--- src/rtl/uart_pkg.sv ---
// uart_pkg: shared types, baud constants and vote helper for the UART blocks
//   par_e      - parity selection (anything other than EVEN/ODD means none)
//   rx_state_e - receiver FSM states
//   BPS_DIV_*  - bps_div values for common baud rates at 50 MHz, OVERSAMPLE=16
//   maj3()     - 2-of-3 majority vote
package uart_pkg;
    typedef enum logic [1:0] {PAR_NONE = 2'd0, PAR_EVEN = 2'd1, PAR_ODD = 2'd2} par_e;
    typedef enum logic [2:0] {ST_IDLE, ST_START, ST_DATA, ST_PARITY, ST_STOP1, ST_STOP2, ST_BRK} rx_state_e;
    localparam int unsigned BPS_DIV_9600   = 324;
    localparam int unsigned BPS_DIV_19200  = 162;
    localparam int unsigned BPS_DIV_38400  = 80;
    localparam int unsigned BPS_DIV_57600  = 53;
    localparam int unsigned BPS_DIV_115200 = 26;
    function automatic logic maj3(input logic a, input logic b, input logic c);
        return (a & b) | (a & c) | (b & c);
    endfunction
endpackage

--- src/rtl/uart_baud_tick.sv ---
// uart_baud_tick: baud tick divider plus oversample index, both held at 0 while cleared
//   clk_i, rst_i - clock, synchronous active-high reset
//   clr_i        - hold counters at 0 (line idle)
//   div_i        - tick period minus one
//   tick_o       - one-cycle oversample tick
//   idx_o        - oversample index within the bit, 0..OVERSAMPLE-1, advances on tick_o
module uart_baud_tick #(
    parameter int OVERSAMPLE = 16,
    parameter int DIV_W      = 16
) (
    input  logic                          clk_i,
    input  logic                          rst_i,
    input  logic                          clr_i,
    input  logic [DIV_W-1:0]              div_i,
    output logic                          tick_o,
    output logic [$clog2(OVERSAMPLE)-1:0] idx_o
);
    localparam int IDX_W = $clog2(OVERSAMPLE);
    logic [DIV_W-1:0] cnt_q, cnt_d;
    logic [IDX_W-1:0] idx_q, idx_d;
    assign tick_o = ~clr_i & (cnt_q == div_i);
    assign idx_o  = idx_q;
    always_comb begin
        cnt_d = (clr_i || tick_o) ? '0 : cnt_q + DIV_W'(1);
        idx_d = clr_i ? '0 : !tick_o ? idx_q : (idx_q == IDX_W'(OVERSAMPLE - 1)) ? '0 : idx_q + IDX_W'(1);
    end
    always_ff @(posedge clk_i) begin
        if (rst_i) begin
            cnt_q <= '0;
            idx_q <= '0;
        end else begin
            cnt_q <= cnt_d;
            idx_q <= idx_d;
        end
    end
endmodule

--- src/rtl/uart_rx_multi.sv ---
// uart_rx_multi: configurable UART receiver (5..9 data bits, N/E/O parity, 1/2 stop) with valid/ready output
//   Clk, Rst      - clock, synchronous active-high reset
//   uart_rxd      - asynchronous serial input, idle high
//   bps_div       - oversample tick period minus one, latched at start bit
//   parity_mode   - 0 none, 1 even, 2 odd, 3 none; latched at start bit
//   stop2         - expect two stop bits; latched at start bit
//   Data_Byte     - received character (LSB first on the line)
//   Data_Valid    - character held; Data_Ready accepts it
//   Parity_Err    - parity mismatch on the held character
//   Frame_Err     - a stop bit read 0 on the held character
//   Break_Det     - one-cycle pulse when a break is recognised
//   Overrun       - sticky, a completed character was dropped; cleared by Ovr_Clr
//   Busy          - receiver is inside a frame or a break
module uart_rx_multi import uart_pkg::*; #(
    parameter int DATA_BITS  = 8,
    parameter int OVERSAMPLE = 16,
    parameter int DIV_W      = 16
) (
    input  logic                 Clk,
    input  logic                 Rst,
    input  logic                 uart_rxd,
    input  logic [DIV_W-1:0]     bps_div,
    input  logic [1:0]           parity_mode,
    input  logic                 stop2,
    output logic [DATA_BITS-1:0] Data_Byte,
    output logic                 Data_Valid,
    input  logic                 Data_Ready,
    output logic                 Parity_Err,
    output logic                 Frame_Err,
    output logic                 Break_Det,
    output logic                 Overrun,
    input  logic                 Ovr_Clr,
    output logic                 Busy
);
    localparam int IDX_W  = $clog2(OVERSAMPLE);
    localparam int CNT_W  = 4;
    localparam int S_LO   = OVERSAMPLE / 2 - 1;
    localparam int S_MID  = OVERSAMPLE / 2;
    localparam int S_VOTE = OVERSAMPLE / 2 + 1;
    rx_state_e            state_q, state_d;
    logic                 meta_q, rxs_q, rxs_prev_q;
    logic [DIV_W-1:0]     div_q, div_d;
    logic [1:0]           par_q, par_d;
    logic                 stop2_q, stop2_d;
    logic [1:0]           samp_q, samp_d;
    logic [DATA_BITS-1:0] shift_q, shift_d;
    logic [CNT_W-1:0]     bit_cnt_q, bit_cnt_d;
    logic                 pbit_q, pbit_d, pe_q, pe_d, fe_q, fe_d;
    logic                 cmpl_q, cmpl_d, brk_q, brk_d;
    logic [DATA_BITS-1:0] dat_q, dat_d;
    logic                 dv_q, dv_d, perr_q, perr_d, ferr_q, ferr_d, ovr_q, ovr_d;
    logic                 tick, start_det, smp_lo, smp_mid, vote_en, bit_end, vote, par_en, load;
    logic [IDX_W-1:0]     idx;

    uart_baud_tick #(.OVERSAMPLE(OVERSAMPLE), .DIV_W(DIV_W)) u_tick (
        .clk_i  (Clk),
        .rst_i  (Rst),
        .clr_i  (state_q == ST_IDLE),
        .div_i  (div_q),
        .tick_o (tick),
        .idx_o  (idx)
    );

    assign start_det  = (state_q == ST_IDLE) && rxs_prev_q && !rxs_q;
    assign smp_lo     = tick && (idx == IDX_W'(S_LO));
    assign smp_mid    = tick && (idx == IDX_W'(S_MID));
    assign vote_en    = tick && (idx == IDX_W'(S_VOTE));
    assign bit_end    = tick && (idx == IDX_W'(OVERSAMPLE - 1));
    assign vote       = maj3(samp_q[0], samp_q[1], rxs_q);
    assign par_en     = (par_q == PAR_EVEN) || (par_q == PAR_ODD);
    // A completed character is taken when the slot is free or being emptied this cycle.
    assign load       = cmpl_q && (!dv_q || Data_Ready);
    assign Data_Byte  = dat_q;
    assign Data_Valid = dv_q;
    assign Parity_Err = perr_q;
    assign Frame_Err  = ferr_q;
    assign Break_Det  = brk_q;
    assign Overrun    = ovr_q;
    assign Busy       = state_q != ST_IDLE;

    always_comb begin
        state_d   = state_q;
        div_d     = div_q;
        par_d     = par_q;
        stop2_d   = stop2_q;
        shift_d   = shift_q;
        bit_cnt_d = bit_cnt_q;
        pbit_d    = pbit_q;
        pe_d      = pe_q;
        fe_d      = fe_q;
        cmpl_d    = 1'b0;
        brk_d     = 1'b0;
        samp_d    = smp_lo ? {samp_q[1], rxs_q} : smp_mid ? {rxs_q, samp_q[0]} : samp_q;
        case (state_q)
            ST_IDLE: if (start_det) begin
                state_d   = ST_START;
                div_d     = bps_div;
                par_d     = parity_mode;
                stop2_d   = stop2;
                bit_cnt_d = '0;
                pbit_d    = 1'b0;
                pe_d      = 1'b0;
                fe_d      = 1'b0;
            end
            ST_START: state_d = (vote_en && vote) ? ST_IDLE : bit_end ? ST_DATA : state_q;
            ST_DATA: begin
                if (vote_en) begin
                    shift_d   = {vote, shift_q[DATA_BITS-1:1]};
                    bit_cnt_d = bit_cnt_q + CNT_W'(1);
                end
                if (bit_end && bit_cnt_q == CNT_W'(DATA_BITS))
                    state_d = par_en ? ST_PARITY : ST_STOP1;
            end
            ST_PARITY: begin
                if (vote_en) begin
                    pbit_d = vote;
                    pe_d   = vote != (^shift_q ^ (par_q == PAR_ODD));
                end
                if (bit_end)
                    state_d = ST_STOP1;
            end
            // Leave at the mid-bit vote so a back-to-back start edge is not missed.
            ST_STOP1: if (vote_en) begin
                if (!vote && shift_q == '0 && !pbit_q) begin
                    state_d = ST_BRK;
                    brk_d   = 1'b1;
                end else begin
                    fe_d    = !vote;
                    state_d = stop2_q ? ST_STOP2 : ST_IDLE;
                    cmpl_d  = !stop2_q;
                end
            end
            ST_STOP2: if (vote_en) begin
                fe_d    = fe_q | !vote;
                state_d = ST_IDLE;
                cmpl_d  = 1'b1;
            end
            ST_BRK: state_d = rxs_q ? ST_IDLE : state_q;
            default: state_d = ST_IDLE;
        endcase
    end

    always_comb begin
        dat_d  = load ? shift_q : dat_q;
        perr_d = load ? pe_q : perr_q;
        ferr_d = load ? fe_q : ferr_q;
        dv_d   = load | (dv_q & !Data_Ready);
        ovr_d  = (cmpl_q & dv_q & !Data_Ready) | (ovr_q & !Ovr_Clr);
    end

    always_ff @(posedge Clk) begin
        if (Rst) begin
            meta_q     <= 1'b1;
            rxs_q      <= 1'b1;
            rxs_prev_q <= 1'b1;
            state_q    <= ST_IDLE;
            div_q      <= '0;
            par_q      <= '0;
            stop2_q    <= 1'b0;
            samp_q     <= '0;
            shift_q    <= '0;
            bit_cnt_q  <= '0;
            pbit_q     <= 1'b0;
            pe_q       <= 1'b0;
            fe_q       <= 1'b0;
            cmpl_q     <= 1'b0;
            brk_q      <= 1'b0;
            dat_q      <= '0;
            dv_q       <= 1'b0;
            perr_q     <= 1'b0;
            ferr_q     <= 1'b0;
            ovr_q      <= 1'b0;
        end else begin
            meta_q     <= uart_rxd;
            rxs_q      <= meta_q;
            rxs_prev_q <= rxs_q;
            state_q    <= state_d;
            div_q      <= div_d;
            par_q      <= par_d;
            stop2_q    <= stop2_d;
            samp_q     <= samp_d;
            shift_q    <= shift_d;
            bit_cnt_q  <= bit_cnt_d;
            pbit_q     <= pbit_d;
            pe_q       <= pe_d;
            fe_q       <= fe_d;
            cmpl_q     <= cmpl_d;
            brk_q      <= brk_d;
            dat_q      <= dat_d;
            dv_q       <= dv_d;
            perr_q     <= perr_d;
            ferr_q     <= ferr_d;
            ovr_q      <= ovr_d;
        end
    end
endmodule

--- config.mk ---
export PLATFORM = sky130hd
export DESIGN_NAME = uart_rx_multi
export DESIGN_NICKNAME = d
export VERILOG_FILES = /design/src/rtl/uart_pkg.sv /design/src/rtl/uart_baud_tick.sv /design/src/rtl/uart_rx_multi.sv
export SDC_FILE = /design/constraint.sdc
export NUM_CORES = 1
export LEC_CHECK = 0
export CAP_MARGIN = 20
export CORE_MARGIN = 3
export CORE_UTILIZATION = 45
export CTS_CLUSTER_DIAMETER = 200
export DETAILED_ROUTE_END_ITERATION = 12
export GPL_ROUTABILITY_DRIVEN = 0
export MAX_ROUTING_LAYER = met4
export PLACE_DENSITY = 0.64
export SYNTH_ARGS = -nofsm -noshare
export SYNTH_HDL_FRONTEND = slang
export SYNTH_SLANG_ARGS = --single-unit
--- constraint.sdc ---
create_clock -name Clk -period 2.34 [get_ports Clk]
set_input_delay 0.351 -clock Clk [delete_from_list [all_inputs] [get_ports Clk]]
set_output_delay 0.351 -clock Clk [all_outputs]
set_load 0.05 [all_outputs]
==> flow_summary.json, run 1 <==
{
  "status": "finished, final reports clean",
  "grt_max_degree": 33,
  "grt_pass1_vias": 2771,
  "path_class": "reg -> reg",
  "fin_crit_sh": 0.914,
  "area_growth_pct": 18.0,
  "clock_sinks": 76,
  "hold_end": "rxs_q",
  "drc": 0,
  "antenna_left": 0,
  "critPathMaxFanout": 14,
  "vias": 3039,
  "fmax_mhz": 468,
  "firstDrtPassIters": 4,
  "worstSkewPairLatency_ns": 0.35,
  "crit_buf_inv": 0,
  "drv_cap": 0,
  "cts_resized": 0,
  "cts_made_buffers": 9,
  "cts-htree-levels": 3,
  "yosysUniqueCellTypes": 52,
  "finalWorstSetupSlack_ns": 0.201,
  "synth_top_area_share": 0.418,
  "setup_tns_ns": 0,
  "drive_gt1_frac": 0.0839,
  "clk_path_buf_depth": 2,
  "synth_seq_area_share": 0.418,
  "total_leakage_power_nw": 1.60,
  "holdPathStages": 1,
  "relSlewSlack": 0.542,
  "grt_pass1_wl_um": 13100,
  "dieHeight_um": 95.9,
  "synth_edf_count": 0,
  "cts_setup_buffers": 0,
  "p_per_area_nw_per_um2": 793,
  "required_ns": 2.54,
  "cts_tree": "yes",
  "r2r_end": "state_q[1]",
  "startpoint_type": "register",
  "ys_warn_count": 0,
  "synthCells": 437,
  "min_path_type": "reg -> reg",
  "min_from": "meta_q",
  "cp_slowest_cell": "a2111oi_0",
  "via_per_inst": 5.25,
  "worstPathCellList": "xor2_1, nor4_2, nand4_4, a2111oi_0, a221oi_2",
  "diodes": 0,
  "period_minus_slack_ns": 2.14,
  "synth_top_flop_cell": "dfxtp_1",
  "cpPeakStageDelay_ns": 0.69,
  "initial_core_util": 0.468,
  "synth_async_sr_flop_share": 0,
  "synth_seq_cells": 76,
  "worst-r2r-setup-slack_ns": 0.20,
  "cts_hold_buf": 0,
  "cts_root_buffer": "clkbuf_8",
  "synth_area_leaders": "dfxtp_1 42%, a21oi_1 6.7%, xor2_1 6.0%",
  "die-area_um2": 9200,
  "clock_skew_ns": 0.0136,
  "io_buffers": 37,
  "wirelength_um": 7740,
  "syn_nets": 472,
  "fill_cells": 729,
  "groute.usage.overall": 0.189,
  "final_cell_mix": "76 x dfxtp_1, 55 x nand2_1, 49 x a21oi_1, 47 x nor2_1, 35 x clkdlybuf4s50_1",
  "drt-initial-drc-count": 161,
  "rr_startpoint": "div_q[14]",
  "cp-end-kind": "register",
  "final_hold_viol_count": 0,
  "overflow": 0,
  "die_x_um": 95.9,
  "pre_cts_slack_ns": 0.261,
  "path_clk_slew_ns": 0.08,
  "ff2ff_path_depth": 5,
  "antenna_found_initial": 0,
  "avgSynthCellArea_um2": 8.32,
  "tightest_slew_ns": 0.670,
  "io-pin-count": 38,
  "critPathArrivalTime_ns": 2.34,
  "worstSetupStartpoint": "div_q[14]",
  "dpl.hpwl_um": 5510,
  "path_delay_family": "compound AO/OA/AOI/OAI gates",
  "core-area_um2": 7770,
  "routedWlPerCell_um": 13.4,
  "final_nets": 507,
  "syn-cell-area_um2": 3640,
  "drv_slew": 0,
  "ir_drop_uv": 347,
  "synth_area_leader_cell": "dfxtp_1",
  "layout_commonest_cell": "dfxtp_1",
  "rows": 32,
  "rsz0062_at_grt": "false",
  "setup_viol": 0
}
-- report_power, final --
group | switching (mW) | internal, mW | leakage (nW)
clock network | 0.499 | 0.443 | 0.0876
registers | 0.0723 | 1.35 | 0.614
logic | 0.663 | 0.372 | 0.903
-- worst register-to-register path: stages, from the launching register on --
cell       delay (ns)
dfxtp_1          0.33
xor2_1           0.17
nor4_2           0.40
nand4_4          0.30
a2111oi_0        0.69
a221oi_2         0.10
-- area by class of cell --
| type | instances | area [um2] | area share |
|---|---|---|---|
| repair buffers | 47 | 438 | 0.102 |
| well taps | 102 | 128 | 0.0297 |
| multi-input cells | 318 | 1940 | 0.452 |
| flip-flops and latches | 76 | 1520 | 0.355 |
| clock buffers | 11 | 151 | 0.0353 |
| inverters | 20 | 75.1 | 0.0175 |
| clock inverters | 5 | 36.3 | 0.00845 |
-- Yosys cell counts, types with 3 or more instances --
master	number
nor2b_1	5
a21oi_1	49
nor3_1	9
dfxtp_1	76
nand4_1	6
and3_1	5
xor2_1	25
nor2_1	47
o21ai_0	14
inv_1	20
nor4_1	4
mux2i_1	6
nand2b_1	6
clkbuf_1	19
ha_1	11
or2_2	3
or3_1	8
nand3b_1	3
o211ai_1	4
xnor2_1	9
nor4_4	3
nand2_1	55
nand3_1	18
-- cells by family (layout without fill, tap and decap cells) --
logic type | after synthesis | in the layout | synth area share
AND/OR/NAND/NOR | 181 | 181 | 0.255
buffers and inverters | 43 | 83 | 0.0478
AO/OA/AOI/OAI | 84 | 84 | 0.135
multiplexers | 6 | 6 | 0.0165
XOR/XNOR | 35 | 35 | 0.0863
flip-flops | 76 | 76 | 0.418
adder cells (fa/ha/maj) | 12 | 12 | 0.0409
-- flip-flops by register name, indices dropped and copies added, names as in the netlist, 2 cells and up --
signal	flops
div_q	16
Data_Byte	8
state_q	3
bit_cnt_q	4
par_q	2
u_tick.idx_o	4
u_tick.cnt_q	16
shift_q	8
samp_q	2
-- stage by stage --
stage                     hold slack (ns)  cells  total power, mW  cell area, um2   util
after floorplan                     0.389    437             2.20            3640      -
after global placement              0.396    563             2.48            4100  0.528
after detailed placement            0.411    563             2.48            4100  0.528
after CTS                           0.423    579             3.43            4290  0.553
after global routing                0.448    579             3.60            4290  0.553
final                               0.420    579             3.40            4290  0.553
-- per-layer routing --
layer,global-route usage,wire length (um),up-vias
li1,-,-,1566
met1,0.246,3580,1390
met2,0.291,3660,72
met3,0.0344,382,11
met4,0.0746,119,0
met5,-,0,-
-- worst max path at each step --
stage	endpoint	slack, ns	cells after the start
finish	state_q[1]	0.20	5
global placement	state_q[1]	0.31	5
global route	state_q[1]	0.1	5
detailed placement	state_q[1]	0.26	5
CTS	state_q[1]	0.24	5
floorplan	state_q[1]	0.39	6
Power figures use the tool's default switching activity.
==> inputs of run 2 (changes only) <==
--- a/config.mk
+++ b/config.mk
@@ -12,7 +12,7 @@
 export DETAILED_ROUTE_END_ITERATION = 12
 export GPL_ROUTABILITY_DRIVEN = 0
 export MAX_ROUTING_LAYER = met4
-export PLACE_DENSITY = 0.64
+export PLACE_DENSITY = 0.74
 export SYNTH_ARGS = -nofsm -noshare
 export SYNTH_HDL_FRONTEND = slang
 export SYNTH_SLANG_ARGS = --single-unit
==> run 2 against run 1 <==
Fmax up 0.35%. Setup slack better by 0.0075 ns. Non-clock buffer count up 1. Global-route usage about the same. Routed wire length up 1.1%. Utilization up 0.16 points. Die area unchanged. Critical endpoint unchanged. Highest routed layer unchanged.
==> flow_summary.json, run 2 (synthesis gave the netlist of run 1 again) <==
{
  "cp-end-kind": "register",
  "crit_buf_inv": 1,
  "initial_core_util": 0.468,
  "total_leakage_power_nw": 1.61,
  "worstPathCellList": "nor3_1, inv_1, o22ai_1, a21o_1, a2111oi_0, a221oi_2",
  "drc": 0,
  "cts_resized": 0,
  "groute.usage.overall": 0.189,
  "fin_crit_sh": 0.911,
  "drive_gt1_frac": 0.0837,
  "min_path_type": "reg -> reg",
  "grt_pass1_vias": 2910,
  "rsz0062_at_grt": "false",
  "clock_skew_ns": 0.00742,
  "path_clk_slew_ns": 0.08,
  "finalWorstSetupSlack_ns": 0.209,
  "tightest_slew_ns": 0.596,
  "overflow": 0,
  "cts_made_buffers": 9,
  "grt_max_degree": 25,
  "critPathArrivalTime_ns": 2.34,
  "layout_commonest_cell": "dfxtp_1",
  "dieHeight_um": 95.9,
  "dpl.hpwl_um": 5720,
  "required_ns": 2.55,
  "path_delay_family": "compound AO/OA/AOI/OAI gates",
  "firstDrtPassIters": 4,
  "status": "finished, final reports clean",
  "drv_slew": 0,
  "grt_pass1_wl_um": 13200,
  "cts_root_buffer": "clkbuf_8",
  "final_cell_mix": "76 x dfxtp_1, 55 x nand2_1, 49 x a21oi_1, 47 x nor2_1, 35 x clkdlybuf4s50_1",
  "die-area_um2": 9200,
  "wirelength_um": 7830,
  "clk_path_buf_depth": 2,
  "fmax_mhz": 469,
  "antenna_left": 0,
  "pre_cts_slack_ns": 0.281,
  "die_x_um": 95.9,
  "final_hold_viol_count": 0,
  "io_buffers": 37,
  "diodes": 0,
  "area_growth_pct": 18.3,
  "cpPeakStageDelay_ns": 0.57,
  "vias": 3097,
  "routedWlPerCell_um": 13.5,
  "startpoint_type": "register",
  "io-pin-count": 38,
  "via_per_inst": 5.34,
  "drt-initial-drc-count": 128,
  "cp_slowest_cell": "a2111oi_0",
  "drv_cap": 0,
  "ir_drop_uv": 479,
  "setup_viol": 0,
  "p_total_mw": 3.46,
  "cts_hold_buf": 0,
  "rows": 32,
  "critPathMaxFanout": 12,
  "period_minus_slack_ns": 2.13,
  "clock_sinks": 76,
  "path_class": "reg -> reg",
  "setup_tns_ns": 0,
  "worstSkewPairLatency_ns": 0.35,
  "cts-htree-levels": 3,
  "relSlewSlack": 0.593,
  "cts_tree": "yes",
  "p_per_area_nw_per_um2": 805,
  "cts_setup_buffers": 0,
  "core-area_um2": 7770,
  "antenna_found_initial": 0,
  "final_nets": 508,
  "largest_registers": "div_q (16), u_tick.cnt_q (16)"
}
run 2: cell count changes in the layout (fill, tap and decap cells not counted):
cell,before,now
bufinv_16,0,1
clkinv_4,1,0
clkbuf_1,0,1
clkinvlp_4,3,4
clkbuf_8,11,9
buf_4,11,12
run 2: metal layers:
layer,vias to the layer above,routed length (um),track usage
li1,1561,-,-
met1,1434,3400,0.218
met2,87,3850,0.318
met3,15,443,0.0500
met4,0,123,0.0616
met5,-,0,-
run 2: power breakdown:
group          switching (mW)  internal, mW
registers              0.0689          1.35
clock network           0.481         0.490
logic                   0.677         0.393
run 2: worst reg2reg max path: cells and delay by family, from the launching register on:
family                 cells  cell delay (ns)
and+or+nand+nor            1             0.17
buffers and inverters      1             0.19
DFF                        1             0.56
AOI/OAI and AO/OA          4             1.07
run 2: layout make-up:
cell class | instances | area, um2
multi-input cells | 318 | 1940
clock inverters | 6 | 65.1
repair buffers | 48 | 445
clock buffers | 10 | 128
well taps | 102 | 128
fillers | 746 | 3460
inverters | 20 | 75.1
flip-flops and latches | 76 | 1520
run 2: path summary, 6_finish.rpt:
check / from / endpoint / slack (ns) / depth (start not counted)
worst max register to register: state_q[1] / state_q[1] / 0.21 / 6
worst min register to register: meta_q / rxs_q / 0.42 / 1
worst min-delay path: meta_q / rxs_q / 0.42 / 1
worst max-delay path: state_q[1] / state_q[1] / 0.21 / 6
run 2: metrics by stage:
| step | utilization | std cells | hold slack (ns) | instance area [um2] |
|---|---|---|---|---|
| 2_1_floorplan | - | 437 | 0.389 | 3640 |
| 3_3_place_gp | 0.529 | 564 | 0.392 | 4110 |
| 3_5_place_dp | 0.529 | 564 | 0.399 | 4110 |
| 4_1_cts | 0.554 | 580 | 0.419 | 4300 |
| 5_1_grt | 0.554 | 580 | 0.423 | 4300 |
| 6_report | 0.554 | 580 | 0.419 | 4300 |
==> inputs of run 3 (changes only) <==
--- a/config.mk
+++ b/config.mk
@@ -5,6 +5,7 @@
 export SDC_FILE = /design/constraint.sdc
 export NUM_CORES = 1
 export LEC_CHECK = 0
+export ABC_AREA = 1
 export CAP_MARGIN = 20
 export CORE_MARGIN = 3
 export CORE_UTILIZATION = 45
==> run 3 against run 2 <==
Final cell count increased by 13%. Utilization increased by 0.69 points. Area after synthesis increased by 1.2%. Fmax increased by 4.4%. Design area increased by 2.3%. Flip-flop and latch count unchanged. Sequential share of layout area decreased by 0.79 points. Critical path type unchanged. Largest cell class unchanged. Largest power group unchanged.
==> flow_summary.json, run 3 <==
{
  "yosys-top-cells-count": "86 x nand2_1, 76 x dfxtp_1, 65 x nor2_1, 61 x inv_1, 47 x a21oi_1",
  "cp-end-kind": "register",
  "synth_area_leader_cell": "dfxtp_1",
  "synthCells": 505,
  "rr_startpoint": "u_tick.cnt_q[0]",
  "required_ns": 2.56,
  "fin_util": 0.561,
  "r2r_end": "u_tick.cnt_q[14]",
  "ir_drop_uv": 669,
  "grt_max_degree": 32,
  "yosysUniqueCellTypes": 42,
  "worstSkewPairLatency_ns": 0.34,
  "initial_core_util": 0.469,
  "cpPeakStageDelay_ns": 0.43,
  "path_class": "reg -> reg",
  "fill_cells": 759,
  "ff2ff_path_depth": 13,
  "firstDrtPassIters": 4,
  "overflow": 0,
  "setup_viol": 0,
  "holdPathStages": 1,
  "worst-r2r-setup-slack_ns": 0.30,
  "worstPathCellList": "ha_1, nand2_1, nor2_1, inv_1, nor2_1, nand2_1, nor3_1, inv_1, nor3_2, inv_1, nor3_2, xor2_1, nor2_1",
  "diodes": 0,
  "cp_slowest_cell": "dfxtp_1",
  "largest_registers": "div_q (16), u_tick.cnt_q (16)",
  "antenna_found_initial": 0,
  "path_delay_family": "simple AND/OR/NAND/NOR gates",
  "via_per_inst": 5.00,
  "syn_nets": 540,
  "io-pin-count": 38,
  "total_leakage_power_nw": 1.81,
  "layout_commonest_cell": "nand2_1",
  "ys_warn_count": 0,
  "critPathArrivalTime_ns": 2.26,
  "die-area_um2": 9300,
  "hold_end": "rxs_q",
  "path_clk_slew_ns": 0.07,
  "synth_area_leaders": "dfxtp_1 41%, nand2_1 8.8%, nor2_1 6.6%",
  "finalWorstSetupSlack_ns": 0.299,
  "critPathMaxFanout": 5,
  "pre_cts_slack_ns": 0.339,
  "min_path_type": "reg -> reg",
  "fmax_mhz": 490,
  "synth_top_area_share": 0.413,
  "synth_top_flop_cell": "dfxtp_1",
  "final_hold_viol_count": 0,
  "avgSynthCellArea_um2": 7.29,
  "yosys.cell_count.top_type": "nand2_1",
  "tightest_slew_ns": 0.505,
  "crit_buf_inv": 3,
  "vias": 3274,
  "startpoint_type": "register",
  "cts_tree": "yes",
  "routedWlPerCell_um": 11.9,
  "synth_seq_cells": 76,
  "clk_path_buf_depth": 2,
  "drive_gt1_frac": 0.110,
  "cts_made_buffers": 9,
  "drt-initial-drc-count": 116,
  "core-area_um2": 7850,
  "synth_seq_area_share": 0.413,
  "syn-cell-area_um2": 3680,
  "drv_slew": 0,
  "final_cell_mix": "86 x nand2_1, 76 x dfxtp_1, 65 x nor2_1, 61 x inv_1, 47 x a21oi_1",
  "cts_root_buffer": "clkbuf_8",
  "period_minus_slack_ns": 2.04,
  "cts_hold_buf": 0,
  "groute.usage.overall": 0.190,
  "relSlewSlack": 0.662,
  "min_from": "meta_q",
  "cts-htree-levels": 3,
  "cts_setup_buffers": 0,
  "grt_pass1_wl_um": 13400,
  "drv_cap": 0,
  "synth_edf_count": 0,
  "clock_sinks": 76,
  "rsz0062_at_grt": "false",
  "antenna_left": 0,
  "die_x_um": 96.4,
  "drc": 0,
  "rows": 32,
  "placed_area_um2": 4180,
  "fin_crit_sh": 0.872,
  "dpl.hpwl_um": 5820,
  "io_buffers": 37,
  "area_growth_pct": 19.7,
  "wirelength_um": 7810,
  "final_cell_area_um2": 4400,
  "status": "finished, final reports clean",
  "final_nets": 584,
  "grt_pass1_vias": 3072,
  "synth_async_sr_flop_share": 0,
  "setup_tns_ns": 0,
  "p_per_area_nw_per_um2": 883,
  "clock_skew_ns": 0.00996,
  "dieHeight_um": 96.4
}
run 3: cell count changes in the layout (fill, tap and decap cells not counted), moves of 16 or more:
cell,before,now
inv_1,20,61
o21ai_0,14,46
nand2_1,55,86
nor2_1,47,65
inv_2,0,16
xor2_1,25,9
run 3: per-stage QoR:
stage / power, mW / hold WS (ns) / std cells
after CTS: 3.91 / 0.414 / 655
after global placement: 2.76 / 0.393 / 640
final: 3.89 / 0.410 / 655
after global routing: 4.15 / 0.430 / 655
after detailed placement: 2.78 / 0.395 / 640
after floorplan: 2.46 / 0.389 / 505
run 3: timing repair:
item,CTS,global route
resized for setup,0,1
setup endpoints to repair,0,1
endpoints found under the hold margin,0,0
run 3: worst max-delay path by stage:
| stage | start | to | slack, ns | cells after the start |
|---|---|---|---|---|
| floorplan | u_tick.cnt_q[0] | u_tick.cnt_q[14] | 0.56 | 13 |
| global route | u_tick.cnt_q[0] | u_tick.cnt_q[14] | 0.008 | 13 |
| finish | u_tick.cnt_q[0] | u_tick.cnt_q[14] | 0.30 | 13 |
| CTS | state_q[1] | Busy | 0.01 | 5 |
| global placement | Rst | u_tick.cnt_q[13] | 0.35 | 7 |
| detailed placement | Rst | u_tick.cnt_q[9] | 0.34 | 7 |
run 3: per-layer routing:
metal	vias up	GRT usage	share of wire
met3	11	0.0527	0.058
met4	0	0.0689	0.016
met5	-	-	0
met1	1465	0.225	0.45
met2	93	0.311	0.48
li1	1705	-	-
run 3: report_power, final:
group / switching, mW / internal, mW
logic: 0.837 / 0.440
clock network: 0.468 / 0.651
registers: 0.0999 / 1.39
total: 1.41 / 2.48
run 3: cell families after synthesis:
logic type	count (synthesis)	share of synthesized area
buffers and inverters	90	0.0955
AND/OR/NAND/NOR	208	0.263
XOR/XNOR	18	0.0449
AO/OA/AOI/OAI	102	0.146
flip-flops	76	0.413
adder cells (fa/ha/maj)	11	0.0374
run 3: cell type report:
class | count | area [um2] | area share
multi-input cells | 339 | 1810 | 0.410
repair buffers | 44 | 425 | 0.0966
clock inverters | 4 | 72.6 | 0.0165
clock buffers | 11 | 151 | 0.0344
flip-flops and latches | 76 | 1520 | 0.346
well taps | 102 | 128 | 0.0290
inverters | 79 | 298 | 0.0676
